--- src/rtl/rv32i_idtop.sv ---
// RV32I decode stage: immediate generation, RAW hazard stall, branch/jump resolution,
// and the ID/EX pipeline register.
module rv32i_idtop #(
   parameter logic [31:0] NOP_IW = 32'h0000_0013
) (
   input  logic        clk,
   input  logic        reset,
   input  logic [31:0] iw_in,
   input  logic [31:0] pc_in,
   input  logic        jump_en_in,
   output logic [4:0]  rs1_reg,
   output logic [4:0]  rs2_reg,
   input  logic [31:0] rs1_data,
   input  logic [31:0] rs2_data,
   input  logic [4:0]  ex_wb_reg,
   input  logic [4:0]  mem_wb_reg,
   input  logic [4:0]  wb_wb_reg,
   input  logic        ex_wb_en,
   input  logic        mem_wb_en,
   input  logic        wb_wb_en,
   output logic        jump_en_out,
   output logic [31:0] jump_addr,
   output logic        pc_halt_out,
   output logic [31:0] iw_out,
   output logic [31:0] pc_out,
   output logic [31:0] rs1_data_out,
   output logic [31:0] rs2_data_out,
   output logic [31:0] imm_out,
   output logic [4:0]  wb_reg_out,
   output logic        wb_en_out
);

   localparam logic [6:0] OpLui    = 7'b0110111;
   localparam logic [6:0] OpAuipc  = 7'b0010111;
   localparam logic [6:0] OpJal    = 7'b1101111;
   localparam logic [6:0] OpJalr   = 7'b1100111;
   localparam logic [6:0] OpBranch = 7'b1100011;
   localparam logic [6:0] OpLoad   = 7'b0000011;
   localparam logic [6:0] OpStore  = 7'b0100011;
   localparam logic [6:0] OpImm    = 7'b0010011;
   localparam logic [6:0] OpReg    = 7'b0110011;

   logic [6:0]  opcode;
   logic [4:0]  rd;
   logic [2:0]  funct3;
   logic [31:0] imm_i, imm_s, imm_b, imm_u, imm_j;

   assign opcode  = iw_in[6:0];
   assign rd      = iw_in[11:7];
   assign funct3  = iw_in[14:12];
   assign rs1_reg = iw_in[19:15];
   assign rs2_reg = iw_in[24:20];

   assign imm_i = {{20{iw_in[31]}}, iw_in[31:20]};
   assign imm_s = {{20{iw_in[31]}}, iw_in[31:25], iw_in[11:7]};
   assign imm_b = {{19{iw_in[31]}}, iw_in[31], iw_in[7], iw_in[30:25], iw_in[11:8], 1'b0};
   assign imm_u = {iw_in[31:12], 12'h000};
   assign imm_j = {{11{iw_in[31]}}, iw_in[31], iw_in[19:12], iw_in[20], iw_in[30:21], 1'b0};

   logic        known, use_rs1, use_rs2, writes_rd, is_jal, is_jalr, is_branch;
   logic [31:0] imm;

   always_comb begin
      known     = 1'b0;
      use_rs1   = 1'b0;
      use_rs2   = 1'b0;
      writes_rd = 1'b0;
      is_jal    = 1'b0;
      is_jalr   = 1'b0;
      is_branch = 1'b0;
      imm       = 32'h0;
      case (opcode)
         OpLui, OpAuipc: begin
            known     = 1'b1;
            writes_rd = 1'b1;
            imm       = imm_u;
         end
         OpJal: begin
            known     = 1'b1;
            writes_rd = 1'b1;
            is_jal    = 1'b1;
            imm       = imm_j;
         end
         OpJalr: begin
            known     = 1'b1;
            writes_rd = 1'b1;
            is_jalr   = 1'b1;
            use_rs1   = 1'b1;
            imm       = imm_i;
         end
         OpBranch: begin
            known     = 1'b1;
            is_branch = 1'b1;
            use_rs1   = 1'b1;
            use_rs2   = 1'b1;
            imm       = imm_b;
         end
         OpLoad, OpImm: begin
            known     = 1'b1;
            writes_rd = 1'b1;
            use_rs1   = 1'b1;
            imm       = imm_i;
         end
         OpStore: begin
            known   = 1'b1;
            use_rs1 = 1'b1;
            use_rs2 = 1'b1;
            imm     = imm_s;
         end
         OpReg: begin
            known     = 1'b1;
            writes_rd = 1'b1;
            use_rs1   = 1'b1;
            use_rs2   = 1'b1;
         end
         default: ;
      endcase
   end

   function automatic logic pending_write(input logic [4:0] r);
      return (ex_wb_en && ex_wb_reg == r) || (mem_wb_en && mem_wb_reg == r) ||
             (wb_wb_en && wb_wb_reg == r);
   endfunction

   logic valid, hazard, br_taken;

   assign valid  = !jump_en_in;
   // x0 is never a true dependency, whatever the later stages claim to write
   assign hazard = valid &&
                   ((use_rs1 && rs1_reg != 5'd0 && pending_write(rs1_reg)) ||
                    (use_rs2 && rs2_reg != 5'd0 && pending_write(rs2_reg)));

   always_comb begin
      br_taken = 1'b0;
      case (funct3)
         3'b000:  br_taken = rs1_data == rs2_data;
         3'b001:  br_taken = rs1_data != rs2_data;
         3'b100:  br_taken = $signed(rs1_data) <  $signed(rs2_data);
         3'b101:  br_taken = $signed(rs1_data) >= $signed(rs2_data);
         3'b110:  br_taken = rs1_data <  rs2_data;
         3'b111:  br_taken = rs1_data >= rs2_data;
         default: br_taken = 1'b0;
      endcase
   end

   logic go;

   assign go          = valid && !hazard && !reset;
   assign pc_halt_out = hazard && !reset;

   always_comb begin
      jump_en_out = 1'b0;
      jump_addr   = 32'h0;
      if (go && is_jal) begin
         jump_en_out = 1'b1;
         jump_addr   = pc_in + imm_j;
      end else if (go && is_jalr) begin
         jump_en_out = 1'b1;
         jump_addr   = (rs1_data + imm_i) & 32'hFFFF_FFFE;
      end else if (go && is_branch && br_taken) begin
         jump_en_out = 1'b1;
         jump_addr   = pc_in + imm_b;
      end
   end

   logic        pass;
   logic [31:0] iw_d, rs1_data_d, rs2_data_d, imm_d;
   logic [4:0]  wb_reg_d;
   logic        wb_en_d;
   logic [31:0] iw_q, pc_q, rs1_data_q, rs2_data_q, imm_q;
   logic [4:0]  wb_reg_q;
   logic        wb_en_q;

   // Squashed, stalled and undecodable words all leave as the same bubble
   assign pass = valid && known && !hazard;

   always_comb begin
      iw_d       = NOP_IW;
      rs1_data_d = 32'h0;
      rs2_data_d = 32'h0;
      imm_d      = 32'h0;
      wb_reg_d   = 5'd0;
      wb_en_d    = 1'b0;
      if (pass) begin
         iw_d       = iw_in;
         rs1_data_d = rs1_data;
         rs2_data_d = rs2_data;
         imm_d      = imm;
         if (writes_rd && rd != 5'd0) begin
            wb_reg_d = rd;
            wb_en_d  = 1'b1;
         end
      end
   end

   always_ff @(posedge clk) begin
      if (reset) begin
         iw_q       <= NOP_IW;
         pc_q       <= 32'h0;
         rs1_data_q <= 32'h0;
         rs2_data_q <= 32'h0;
         imm_q      <= 32'h0;
         wb_reg_q   <= 5'd0;
         wb_en_q    <= 1'b0;
      end else begin
         iw_q       <= iw_d;
         pc_q       <= pc_in;
         rs1_data_q <= rs1_data_d;
         rs2_data_q <= rs2_data_d;
         imm_q      <= imm_d;
         wb_reg_q   <= wb_reg_d;
         wb_en_q    <= wb_en_d;
      end
   end

   assign iw_out       = iw_q;
   assign pc_out       = pc_q;
   assign rs1_data_out = rs1_data_q;
   assign rs2_data_out = rs2_data_q;
   assign imm_out      = imm_q;
   assign wb_reg_out   = wb_reg_q;
   assign wb_en_out    = wb_en_q;

endmodule

--- config.mk ---
export PLATFORM = sky130hd
export DESIGN_NAME = rv32i_idtop
export DESIGN_NICKNAME = d
export VERILOG_FILES = /design/src/rtl/rv32i_idtop.sv
export SDC_FILE = /design/constraint.sdc
export NUM_CORES = 1
export LEC_CHECK = 0
export ABC_AREA = 0
export BUFFER_PORTS_ARGS = -buffer_cell sky130_fd_sc_hd__buf_2
export CORE_UTILIZATION = 56
export DETAILED_ROUTE_END_ITERATION = 8
export PLACE_DENSITY = 0.87
export SYNTH_ARGS = -nofsm -noshare
export SYNTH_HDL_FRONTEND = slang
export SYNTH_SLANG_ARGS = --single-unit
--- constraint.sdc ---
create_clock -name clk -period 5.1 [get_ports clk]
set_clock_uncertainty 0.15 [all_clocks]
set_input_delay 0.255 -clock clk [delete_from_list [all_inputs] [get_ports clk]]
set_output_delay 0.255 -clock clk [all_outputs]
set_load 0.01 [all_outputs]
==> impl_metrics.env <==
export IMPL_status="completed"
export IMPL_min_period_over_period_pct=94.53
export IMPL_fp_row_count=50
export IMPL_port_buffers=358
export IMPL_drt_initial_drc_count=918
export IMPL_placed_cell_area_um2=12700
export IMPL_htree_levels=4
export IMPL_worst_path_buf_inv=3
export IMPL_dp_hpwl_mm=25.83
export IMPL_wl_met1_mm=13.96
export IMPL_critPathLaunchType="primary input"
export IMPL_ys_ff_latch=166
export IMPL_place_ws_ns=1.020
export IMPL_top_layer="met4"
export IMPL_hold_violations=0
export IMPL_power_total_mw=3.543
export IMPL_finalSetupTns_ns=0
export IMPL_critical_path_top_delay_family="simple AND/OR/NAND/NOR gates"
export IMPL_grt_max_degree=65
export IMPL_final_util_pct=76.09
export IMPL_die_w_um=140.9
export IMPL_min_from="iw_in[29]"
export IMPL_crit_chain="dlygate4sd3_1, buf_2, ha_1, nand4_1, nor4_2, a21boi_1, a21oi_1, or3b_2, nand3_1, nand3_1, o221a_1, o22ai_1, buf_2"
export IMPL_synth_edf_count=0
export IMPL_drive_gt1_share_pct=24.11
export IMPL_hold_path_depth=3
export IMPL_placed_cells=1862
export IMPL_seqCellArea_um2=3323
export IMPL_wire_per_inst_um=18.74
export IMPL_synth_top_area_share_pct=30.74
export IMPL_p_leak_nw=7.071
export IMPL_ys_seq_area_share_pct=30.74
export IMPL_synth_cell_types=77
export IMPL_met2RoutedLength_mm=18.55
export IMPL_viasPerCell=5.869
export IMPL_cts_made_buffers=17
export IMPL_cp_arrival_ns=4.42
export IMPL_start_util_pct=57.42
export IMPL_grt_setup_unrepaired="no"
export IMPL_ys_warn_count=0
export IMPL_multi_input_area_um2=6972
export IMPL_wl_met3_mm=2.985
export IMPL_die_area_um2=19870
export IMPL_synthArstFlopShare_pct=0
export IMPL_cp_slowest_cell="dlygate4sd3_1"
export IMPL_cts_tree="yes"
export IMPL_cp_required_ns=4.70
export IMPL_place_congestion=0.9956
export IMPL_grt_pass1_vias=11363
export IMPL_dr_pass1_iters=8
export IMPL_root_buffer="clkbuf_16"
export IMPL_max_stage_delay_ns=0.55
export IMPL_die_y_um=140.9
export IMPL_synthTopCellsByArea="dfxtp_1, ha_1, and2_1"
export IMPL_vias=11733
export IMPL_fmax_mhz=207.4
export IMPL_antenna_found_initial=1
export IMPL_netlist_instances=1296
export IMPL_grt_ovfl_total=0
export IMPL_cts_sinks=166
export IMPL_setup_slack_ns=0.2790
export IMPL_core_um2=18830
export IMPL_post_cts_buffers=0
export IMPL_max_cap_viol_count=0
export IMPL_worst_pin_slew_ns=0.9214
export IMPL_clockBufferDepth=2
export IMPL_postCtsResizedCells=0
export IMPL_maxSlewViolCount=0
export IMPL_synth_area_leader_cell="dfxtp_1"
export IMPL_vdd_ir_drop_max_v=0.0002356
export IMPL_slew_headroom_pct=38.57
export IMPL_drc=0
export IMPL_power_density_nw_per_um2=247.3
export IMPL_crit_cells=13
export IMPL_cp_startpoint="rs1_data[31]"
export IMPL_fin_area_um2=14330
export IMPL_grt_pass1_wl_mm=57.73
export IMPL_cts_clk_slew_worst_paths_ns=0.07
export IMPL_nets=1982
export IMPL_finalNonFillerCells=1999
export IMPL_synth_ff_type="dfxtp_1"
export IMPL_synth_area_um2=10810
export IMPL_cp_max_fo=12
export IMPL_routed_wl_mm=37.46
export IMPL_fill_cells=1303
export IMPL_critPathKind="in -> out"
export IMPL_ant_nets=0
export IMPL_end_kind="output pin"
export IMPL_grt_use_total_pct=36.92
export IMPL_avgSynthCellArea_um2=8.342
export IMPL_pin_count=359
export IMPL_area_delta_synth_final_pct=32.53
export IMPL_hp_class="in -> reg"
export IMPL_finalSetupViolations=0
export IMPL_period_needed_ns=4.821
export IMPL_hold_slack_ns=0.007092
-- worst paths after layout --
path                        end
setup / recovery  jump_addr[23]
hold / removal       iw_out[29]
-- synthesized netlist by cell type, drive strengths merged (27+ instances only) --
cell	number
inv	65
nand2	86
o21ai	78
and2	100
dfxtp	166
a21o	35
a21oi	104
xor2	53
clkbuf	35
xnor2	35
ha	105
nor2	64
nor2b	45
nand3	27
-- cell type report --
cell class              count  share of cell area [%]
multi-input cells        1007                   48.66
flip-flops and latches    166                   23.19
repair buffers            468                   20.08
clock buffers              17                   2.969
well taps                 260                   2.270
inverters                  65                   1.703
clock inverters            15                   1.109
diodes                      1                 0.01746
-- what timing repair did --
item	CTS	global route
hold buffers	104	0
hold endpoints to repair	111	0
setup endpoints to repair	0	0
-- cells in the final DEF (no fill, tap or decap), types with 5 or more instances in the layout --
| cell type | synthesis | layout |
|---|---|---|
| o21ai_0 | 73 | 73 |
| o211ai_1 | 13 | 13 |
| buf_2 | 9 | 358 |
| nand2_1 | 86 | 86 |
| nand3_1 | 27 | 27 |
| o21ai_1 | 5 | 5 |
| nor3_1 | 21 | 21 |
| and2_1 | 100 | 100 |
| o21bai_1 | 13 | 13 |
| xnor2_1 | 35 | 35 |
| dfxtp_1 | 166 | 166 |
| or3_1 | 5 | 5 |
| a21o_1 | 35 | 35 |
| o221ai_1 | 7 | 7 |
| or2_2 | 8 | 8 |
| xor2_1 | 53 | 53 |
| clkbuf_16 | 0 | 17 |
| buf_4 | 11 | 6 |
| and3_1 | 11 | 11 |
| dlygate4sd3_1 | 0 | 104 |
| ha_1 | 105 | 105 |
| nor4_1 | 12 | 12 |
| a21boi_0 | 10 | 10 |
| a31oi_1 | 8 | 8 |
| inv_1 | 64 | 64 |
| o21a_1 | 13 | 12 |
| a211o_1 | 6 | 6 |
| nand2b_1 | 15 | 15 |
| a221oi_1 | 6 | 6 |
| nor2_1 | 64 | 64 |
| a211oi_1 | 17 | 17 |
| nor2b_1 | 45 | 45 |
| a21oi_1 | 104 | 104 |
| nand4_1 | 22 | 22 |
| a22oi_1 | 15 | 15 |
-- routing by layer --
metal / vias up / global-route usage (%)
met5: - / 0
met4: 0 / 20.42
met3: 165 / 7.948
met2: 678 / 66.80
met1: 5408 / 40.05
li1: 5482 / -
-- where the power goes --
group | total [mW] | internal (mW) | switching, mW
clock network | 1.29 | 0.655 | 0.632
logic | 0.935 | 0.401 | 0.534
registers | 1.32 | 1.32 | 0.00512
-- sequential cells by signal, summed over array words and instances, names as in the netlist --
name          cells
imm_out          32
iw_out           32
pc_out           32
rs1_data_out     32
rs2_data_out     32
wb_reg_out        5
wb_en_out         1
-- logic make-up (layout without fill, tap and decap cells) --
kind of cell / after synthesis / after routing / synth area share, %
and+or+nand+nor: 433 / 433 / 21.36
AOI/OAI and AO/OA: 373 / 373 / 22.81
DFF: 166 / 166 / 30.74
buffers and inverters: 124 / 565 / 4.941
adders and majority gates: 108 / 108 / 12.71
xor gates and xnor gates: 88 / 88 / 7.129
muxes: 3 / 3 / 0.2778
other: 1 / 3 / 0.03468
No activity file was read; power rests on OpenSTA's default activity.
